<file path="src/rtl/mips_pkg.sv">
// Shared MIPS pipeline constants and datapath types.
// Provides word/register-index widths and the hardwired zero register index.
package mips_pkg;

    localparam int DATA_W   = 32;
    localparam int ADDR_W   = 5;
    localparam int NUM_REGS = 1 << ADDR_W;
    localparam int REG_ZERO = 0;

    typedef logic [DATA_W-1:0] word_t;
    typedef logic [ADDR_W-1:0] regidx_t;

endpackage

</file>
<file path="src/rtl/wb_regfile_if.sv">
// Bus bundle between the MEM/WB register, the decode read ports and the regfile.
// master: pipeline side (drives WB inputs and read indices); slave: regfile side.
interface wb_regfile_if #(
    parameter int DATA_W = 32,
    parameter int ADDR_W = 5
);

    logic              RegWrite_W;
    logic              MemToReg_W;
    logic [DATA_W-1:0] MemData_W;
    logic [DATA_W-1:0] ALUout_W;
    logic [ADDR_W-1:0] WriteReg_W;
    logic [ADDR_W-1:0] ReadReg1_D;
    logic [ADDR_W-1:0] ReadReg2_D;
    logic [DATA_W-1:0] ReadData1_D;
    logic [DATA_W-1:0] ReadData2_D;
    logic [DATA_W-1:0] Result_W;

    modport master (
        output RegWrite_W, MemToReg_W, MemData_W, ALUout_W, WriteReg_W,
        output ReadReg1_D, ReadReg2_D,
        input  ReadData1_D, ReadData2_D, Result_W
    );

    modport slave (
        input  RegWrite_W, MemToReg_W, MemData_W, ALUout_W, WriteReg_W,
        input  ReadReg1_D, ReadReg2_D,
        output ReadData1_D, ReadData2_D, Result_W
    );

endinterface

</file>
<file path="src/rtl/wb_result_mux.sv">
// Writeback result select: load data or ALU result.
// Ports: sel (1 = mem_data), mem_data, alu_out, result.
module wb_result_mux #(
    parameter int W = 32
) (
    input  logic         sel,
    input  logic [W-1:0] mem_data,
    input  logic [W-1:0] alu_out,
    output logic [W-1:0] result
);

    assign result = sel ? mem_data : alu_out;

endmodule

</file>
<file path="src/rtl/wb_regfile.sv">
// Writeback stage plus 2R1W architectural register file with WB->ID bypass.
// Ports: clk, rst (async, active-high), bus (slave side of wb_regfile_if).
module wb_regfile #(
    parameter int DATA_W = mips_pkg::DATA_W,
    parameter int ADDR_W = mips_pkg::ADDR_W
) (
    input  logic          clk,
    input  logic          rst,
    wb_regfile_if.slave   bus
);

    import mips_pkg::*;

    localparam int NREGS = 1 << ADDR_W;
    localparam logic [ADDR_W-1:0] ZERO_IDX = ADDR_W'(REG_ZERO);

    logic [DATA_W-1:0] result;
    logic              commit;
    logic [DATA_W-1:0] regs [NREGS];
    logic [DATA_W-1:0] rd1;
    logic [DATA_W-1:0] rd2;

    wb_result_mux #(
        .W (DATA_W)
    ) u_result_mux (
        .sel      (bus.MemToReg_W),
        .mem_data (bus.MemData_W),
        .alu_out  (bus.ALUout_W),
        .result   (result)
    );

    assign commit = bus.RegWrite_W && (bus.WriteReg_W != ZERO_IDX);

    // Entry 0 is never written, so it stays at its reset value of zero.
    always_ff @(posedge clk or posedge rst) begin
        if (rst) begin
            for (int i = 0; i < NREGS; i++) begin
                regs[i] <= '0;
            end
        end else if (commit) begin
            regs[bus.WriteReg_W] <= result;
        end
    end

    // Read ports: zero index and reset force 0; a pending commit to the
    // same index is bypassed so ID sees the value in the WB cycle.
    always_comb begin
        rd1 = '0;
        if (!rst && bus.ReadReg1_D != ZERO_IDX) begin
            if (commit && bus.WriteReg_W == bus.ReadReg1_D) begin
                rd1 = result;
            end else begin
                rd1 = regs[bus.ReadReg1_D];
            end
        end
    end

    always_comb begin
        rd2 = '0;
        if (!rst && bus.ReadReg2_D != ZERO_IDX) begin
            if (commit && bus.WriteReg_W == bus.ReadReg2_D) begin
                rd2 = result;
            end else begin
                rd2 = regs[bus.ReadReg2_D];
            end
        end
    end

    assign bus.ReadData1_D = rd1;
    assign bus.ReadData2_D = rd2;
    assign bus.Result_W    = result;

endmodule

</file>
<file path="src/flat_wrapper.sv">
// flat-port wrapper written by rule: the top's interface ports become plain ports
module wb_regfile_flat import mips_pkg::*;
#(
    parameter int DATA_W = mips_pkg::DATA_W,
    parameter int ADDR_W = mips_pkg::ADDR_W
)
  (clk, rst, bus_RegWrite_W, bus_MemToReg_W, bus_MemData_W, bus_ALUout_W, bus_WriteReg_W, bus_ReadReg1_D, bus_ReadReg2_D, bus_ReadData1_D, bus_ReadData2_D, bus_Result_W);
  wb_regfile_if #(.DATA_W(DATA_W), .ADDR_W(ADDR_W)) bus_i ();
  input  logic clk;
  input  logic rst;
  input wire logic [$bits(bus_i.RegWrite_W)-1:0] bus_RegWrite_W;
  input wire logic [$bits(bus_i.MemToReg_W)-1:0] bus_MemToReg_W;
  input wire logic [$bits(bus_i.MemData_W)-1:0] bus_MemData_W;
  input wire logic [$bits(bus_i.ALUout_W)-1:0] bus_ALUout_W;
  input wire logic [$bits(bus_i.WriteReg_W)-1:0] bus_WriteReg_W;
  input wire logic [$bits(bus_i.ReadReg1_D)-1:0] bus_ReadReg1_D;
  input wire logic [$bits(bus_i.ReadReg2_D)-1:0] bus_ReadReg2_D;
  output wire logic [$bits(bus_i.ReadData1_D)-1:0] bus_ReadData1_D;
  output wire logic [$bits(bus_i.ReadData2_D)-1:0] bus_ReadData2_D;
  output wire logic [$bits(bus_i.Result_W)-1:0] bus_Result_W;
  assign bus_i.RegWrite_W = bus_RegWrite_W;
  assign bus_i.MemToReg_W = bus_MemToReg_W;
  assign bus_i.MemData_W = bus_MemData_W;
  assign bus_i.ALUout_W = bus_ALUout_W;
  assign bus_i.WriteReg_W = bus_WriteReg_W;
  assign bus_i.ReadReg1_D = bus_ReadReg1_D;
  assign bus_i.ReadReg2_D = bus_ReadReg2_D;
  assign bus_ReadData1_D = bus_i.ReadData1_D;
  assign bus_ReadData2_D = bus_i.ReadData2_D;
  assign bus_Result_W = bus_i.Result_W;
  wb_regfile #(.DATA_W(DATA_W), .ADDR_W(ADDR_W)) u_core (.clk(clk), .rst(rst), .bus(bus_i));
endmodule
</file>
<file path="config.mk">
export PLATFORM = sky130hd
export DESIGN_NAME = wb_regfile_flat
export DESIGN_NICKNAME = d
export VERILOG_FILES = /design/src/rtl/mips_pkg.sv /design/src/rtl/wb_regfile_if.sv /design/src/rtl/wb_result_mux.sv /design/src/rtl/wb_regfile.sv /design/src/flat_wrapper.sv
export SDC_FILE = /design/constraint.sdc
export NUM_CORES = 2
export LEC_CHECK = 0
export CAP_MARGIN = 0
export CELL_PAD_IN_SITES_DETAIL_PLACEMENT = 0
export CELL_PAD_IN_SITES_GLOBAL_PLACEMENT = 1
export CORE_ASPECT_RATIO = 0.6
export CORE_UTILIZATION = 43
export DETAILED_ROUTE_END_ITERATION = 16
export DONT_BUFFER_PORTS = 1
export PLACE_DENSITY_LB_ADDON = 0.05
export SETUP_SLACK_MARGIN = 0.1
export SKIP_LAST_GASP = 1
export SYNTH_ARGS = -nofsm -noshare
export SYNTH_HDL_FRONTEND = slang
export SYNTH_HIERARCHICAL = 1
export SYNTH_SLANG_ARGS = --single-unit
</file>
<file path="constraint.sdc">
create_clock -name clk -period 35 [get_ports clk]
set_input_delay 3.5 -clock clk [delete_from_list [all_inputs] [get_ports clk]]
set_output_delay 3.5 -clock clk [all_outputs]
set_load 0.005 [all_outputs]
</file>
==> impl_metrics.toml <==
[route]
via_count = 35600
drtAntennaViolNets = 0
drc = 0
drtIter0Drc = 2920
wl_mm = 190
avgRoutedWirePerCell_microns = 35.3
routed_via_density = 6.62
first_pass_iters = 6

[critical_path]
crit_path_max_incr_delay_ns = 0.81
critPathBufInv = 1
cp.required_ns = 31.50
worstReg2RegStart = "u_core/regs[783]"
timing.rr.end = "u_core/regs[783]"
r2r_cells = 1
reg2reg_setup_slack_ns = 34.18
cp-start-kind = "primary input"
worstSetupPathType = "in2out"
cp-startpoint = "bus_ReadReg1_D[0]"
slowest_stage = "o311ai_4"
cp-end-kind = "output pin"
cp_cell_sequence = "xnor2_1, nand4_1, o311ai_4, buf_4, a211oi_1, a211o_1"
cp-endpoint = "bus_ReadData1_D[14]"
cp_max_fo = 291
critical-path-top-delay-family = "compound AO/OA/AOI/OAI gates"
cp.depth = 6
cp.arrival_ns = 6.52

[power_and_ir_drop]
internal_power_uw = 2560
max-vdd-ir-drop_mv = 0.0354
p_seq_share_pct = 45.1
total_power_uw = 3540
power_leakage_uw = 0.0264
swShare_pct = 27.6
power.density_nw_per_um2 = 58.6
clockPowerShare_pct = 34.8
p_switching_uw = 979
combPwrFrac_pct = 20.1

[sta]
fin_ws_ns = 24.98
slew_viol_final = 14
period_needed_ns = 10.02
tns_ns = 0
period_share_pct = 28.6
finalHoldViolCount = 0
relSlewSlack_pct = -0.811
worst_pin_slew_ns = 1.51
rsz0062_at_grt = "no"
max_clock_freq_mhz = 99.8
fin_skew_ns = 0
setup_violations = 0
whs_ns = 0.392

[floorplanning]
pin_count = 179
die_w_microns = 468
die_y_microns = 281
core_sq_um = 129000
initial_utilization_pct = 43.4
dieArea_sq_um = 132000
rows = 102

[clock_network]
cts_hold_buf = 0
clock_latency_ns = 0.71
htreeDepth = 3
cts.reportedPaths.clkPinSlew_ns = 0.06
tritoncts = "done"
cts_setup_buffers = 0
cts-resized-gates = 0
cts-root-buf = "clkbuf_16"
clock_path_buffers = 3
clock_sink_count = 1024
cts_buffers = 105

[finish]
diodes = 0
fin_util_pct = 46.9
reg_top3 = "u_core/regs (1024)"
regMostFlops = "u_core/regs"
fin_nets = 3658
areaGrowthSynthToFinish_pct = 8.07
drive_above_1_share_pct = 45.9
fillers = 11000
final_common_cell = "dfrtp_1"
largest_register_ffs = 1024
final_cell_mix = "1024 x dfrtp_1, 986 x mux2_2, 384 x mux4_2"

[global_routing]
first_global_vias = 37100
globalRouteOverflowTotal = 0
antenna_found_initial = 1
grt_max_degree = 292
grt_first_pass_wirelength_mm = 275
gr-usage-all-layers_pct = 29.0

[synth]
synth_cells = 3861
synth-main-ff-cell = "dfrtp_1"
async_flop_share_pct = 100
synth_edf_count = 0
ys_types = 42
syn-mean-instance-area_sq_um = 14.5
syn-num-nets = 3944
ys_seq_elements = 1024
netlist_area_sq_um = 56000
ys_warn_count = 6
ys_seq_area_share_pct = 45.8

[run]
maxCapViolCount = 0

[outcome]
violations = "slew limit"
outcome = "finished with violations"

[placement]
place_ws_ns = 25.29
io_buffer_count = 0
dp_hpwl_mm = 107
place.gp.congestion = 0.818

[hold_path]
hold_path.class = "reg2reg"
worst min path at each step:
stage                            startpoint                end  slack (ns)  depth (start not counted)
after floorplan           u_core/regs[1000]  u_core/regs[1000]        0.44                          1
after global placement     u_core/regs[999]   u_core/regs[999]        0.38                          0
after detailed placement  u_core/regs[1003]  u_core/regs[1003]        0.38                          0
after CTS                 u_core/regs[1003]  u_core/regs[1003]        0.40                          0
after global routing      u_core/regs[1014]  u_core/regs[1014]        0.41                          0
final                     u_core/regs[1003]  u_core/regs[1003]        0.39                          0
logic make-up (layout without fill, tap and decap cells):
family | count (synthesis) | after routing | share of synthesized area (%)
buffers and inverters | 455 | 258 | 3.66
AOI/OAI and AO/OA | 520 | 520 | 7.15
muxes | 1728 | 1728 | 42.0
DFF | 1024 | 1024 | 45.8
and+or+nand+nor | 124 | 124 | 1.28
xor gates and xnor gates | 10 | 10 | 0.156
Yosys cell counts, types with 4 or more instances:
cell,n,area [sq um]
mux2_4,30,450
nor2b_1,66,413
mux2i_1,320,3200
inv_1,6,22.5
xnor2_1,10,87.6
mux2_2,986,11100
a211oi_1,128,961
buf_2,133,666
buf_4,23,173
mux2_1,8,90.1
nand2_1,17,63.8
mux4_2,384,8650
a221oi_1,128,1120
buf_1,49,184
clkbuf_1,236,886
buf_6,4,45.0
nor2_1,14,52.6
a211o_1,64,561
nand3_1,4,20.0
a22oi_1,64,480
o21bai_1,64,480
nor3_1,5,25.0
a21oi_1,65,325
dfrtp_1,1024,25600
routing by layer:
layer  wire, microns  vias up  part of all wire [%]  global-route usage [%]
li1                -    14500                     -                       -
met2           83300     1262                    44                    42.7
met3           13700      317                   7.2                    6.69
met4            6070        0                   3.2                    9.09
met1           87000    19500                    46                    42.5
met5               0        -                     0                       0
through the flow:
stage / cells / area (sq um)
2_1_floorplan: 3861 / 56000
3_3_place_gp: 5184 / 56700
3_5_place_dp: 5184 / 56700
4_1_cts: 5380 / 60500
5_1_grt: 5380 / 60500
6_report: 5380 / 60500
cell type report:
| cell class | count | area [sq um] | share of cell area [%] |
|---|---|---|---|
| Multi-Input combinational cell | 2382 | 28500 | 47.1 |
| Sequential cell | 1024 | 25600 | 42.4 |
| Clock buffer | 148 | 3150 | 5.20 |
| Tap cell | 1716 | 2150 | 3.55 |
| Clock inverter | 48 | 606 | 1.00 |
| Timing Repair Buffer | 56 | 433 | 0.716 |
| Inverter | 6 | 30.0 | 0.0496 |
power by group through the flow:
stage | sequential [uW] | combinational [uW] | clock (uW)
after floorplan | 1560 | 585 | 0
after global placement | 1580 | 690 | 0
after detailed placement | 1610 | 707 | 0
after CTS | 1590 | 710 | 1260
after global routing | 1630 | 757 | 1310
final | 1600 | 714 | 1230
Power figures use the tool's default switching activity.
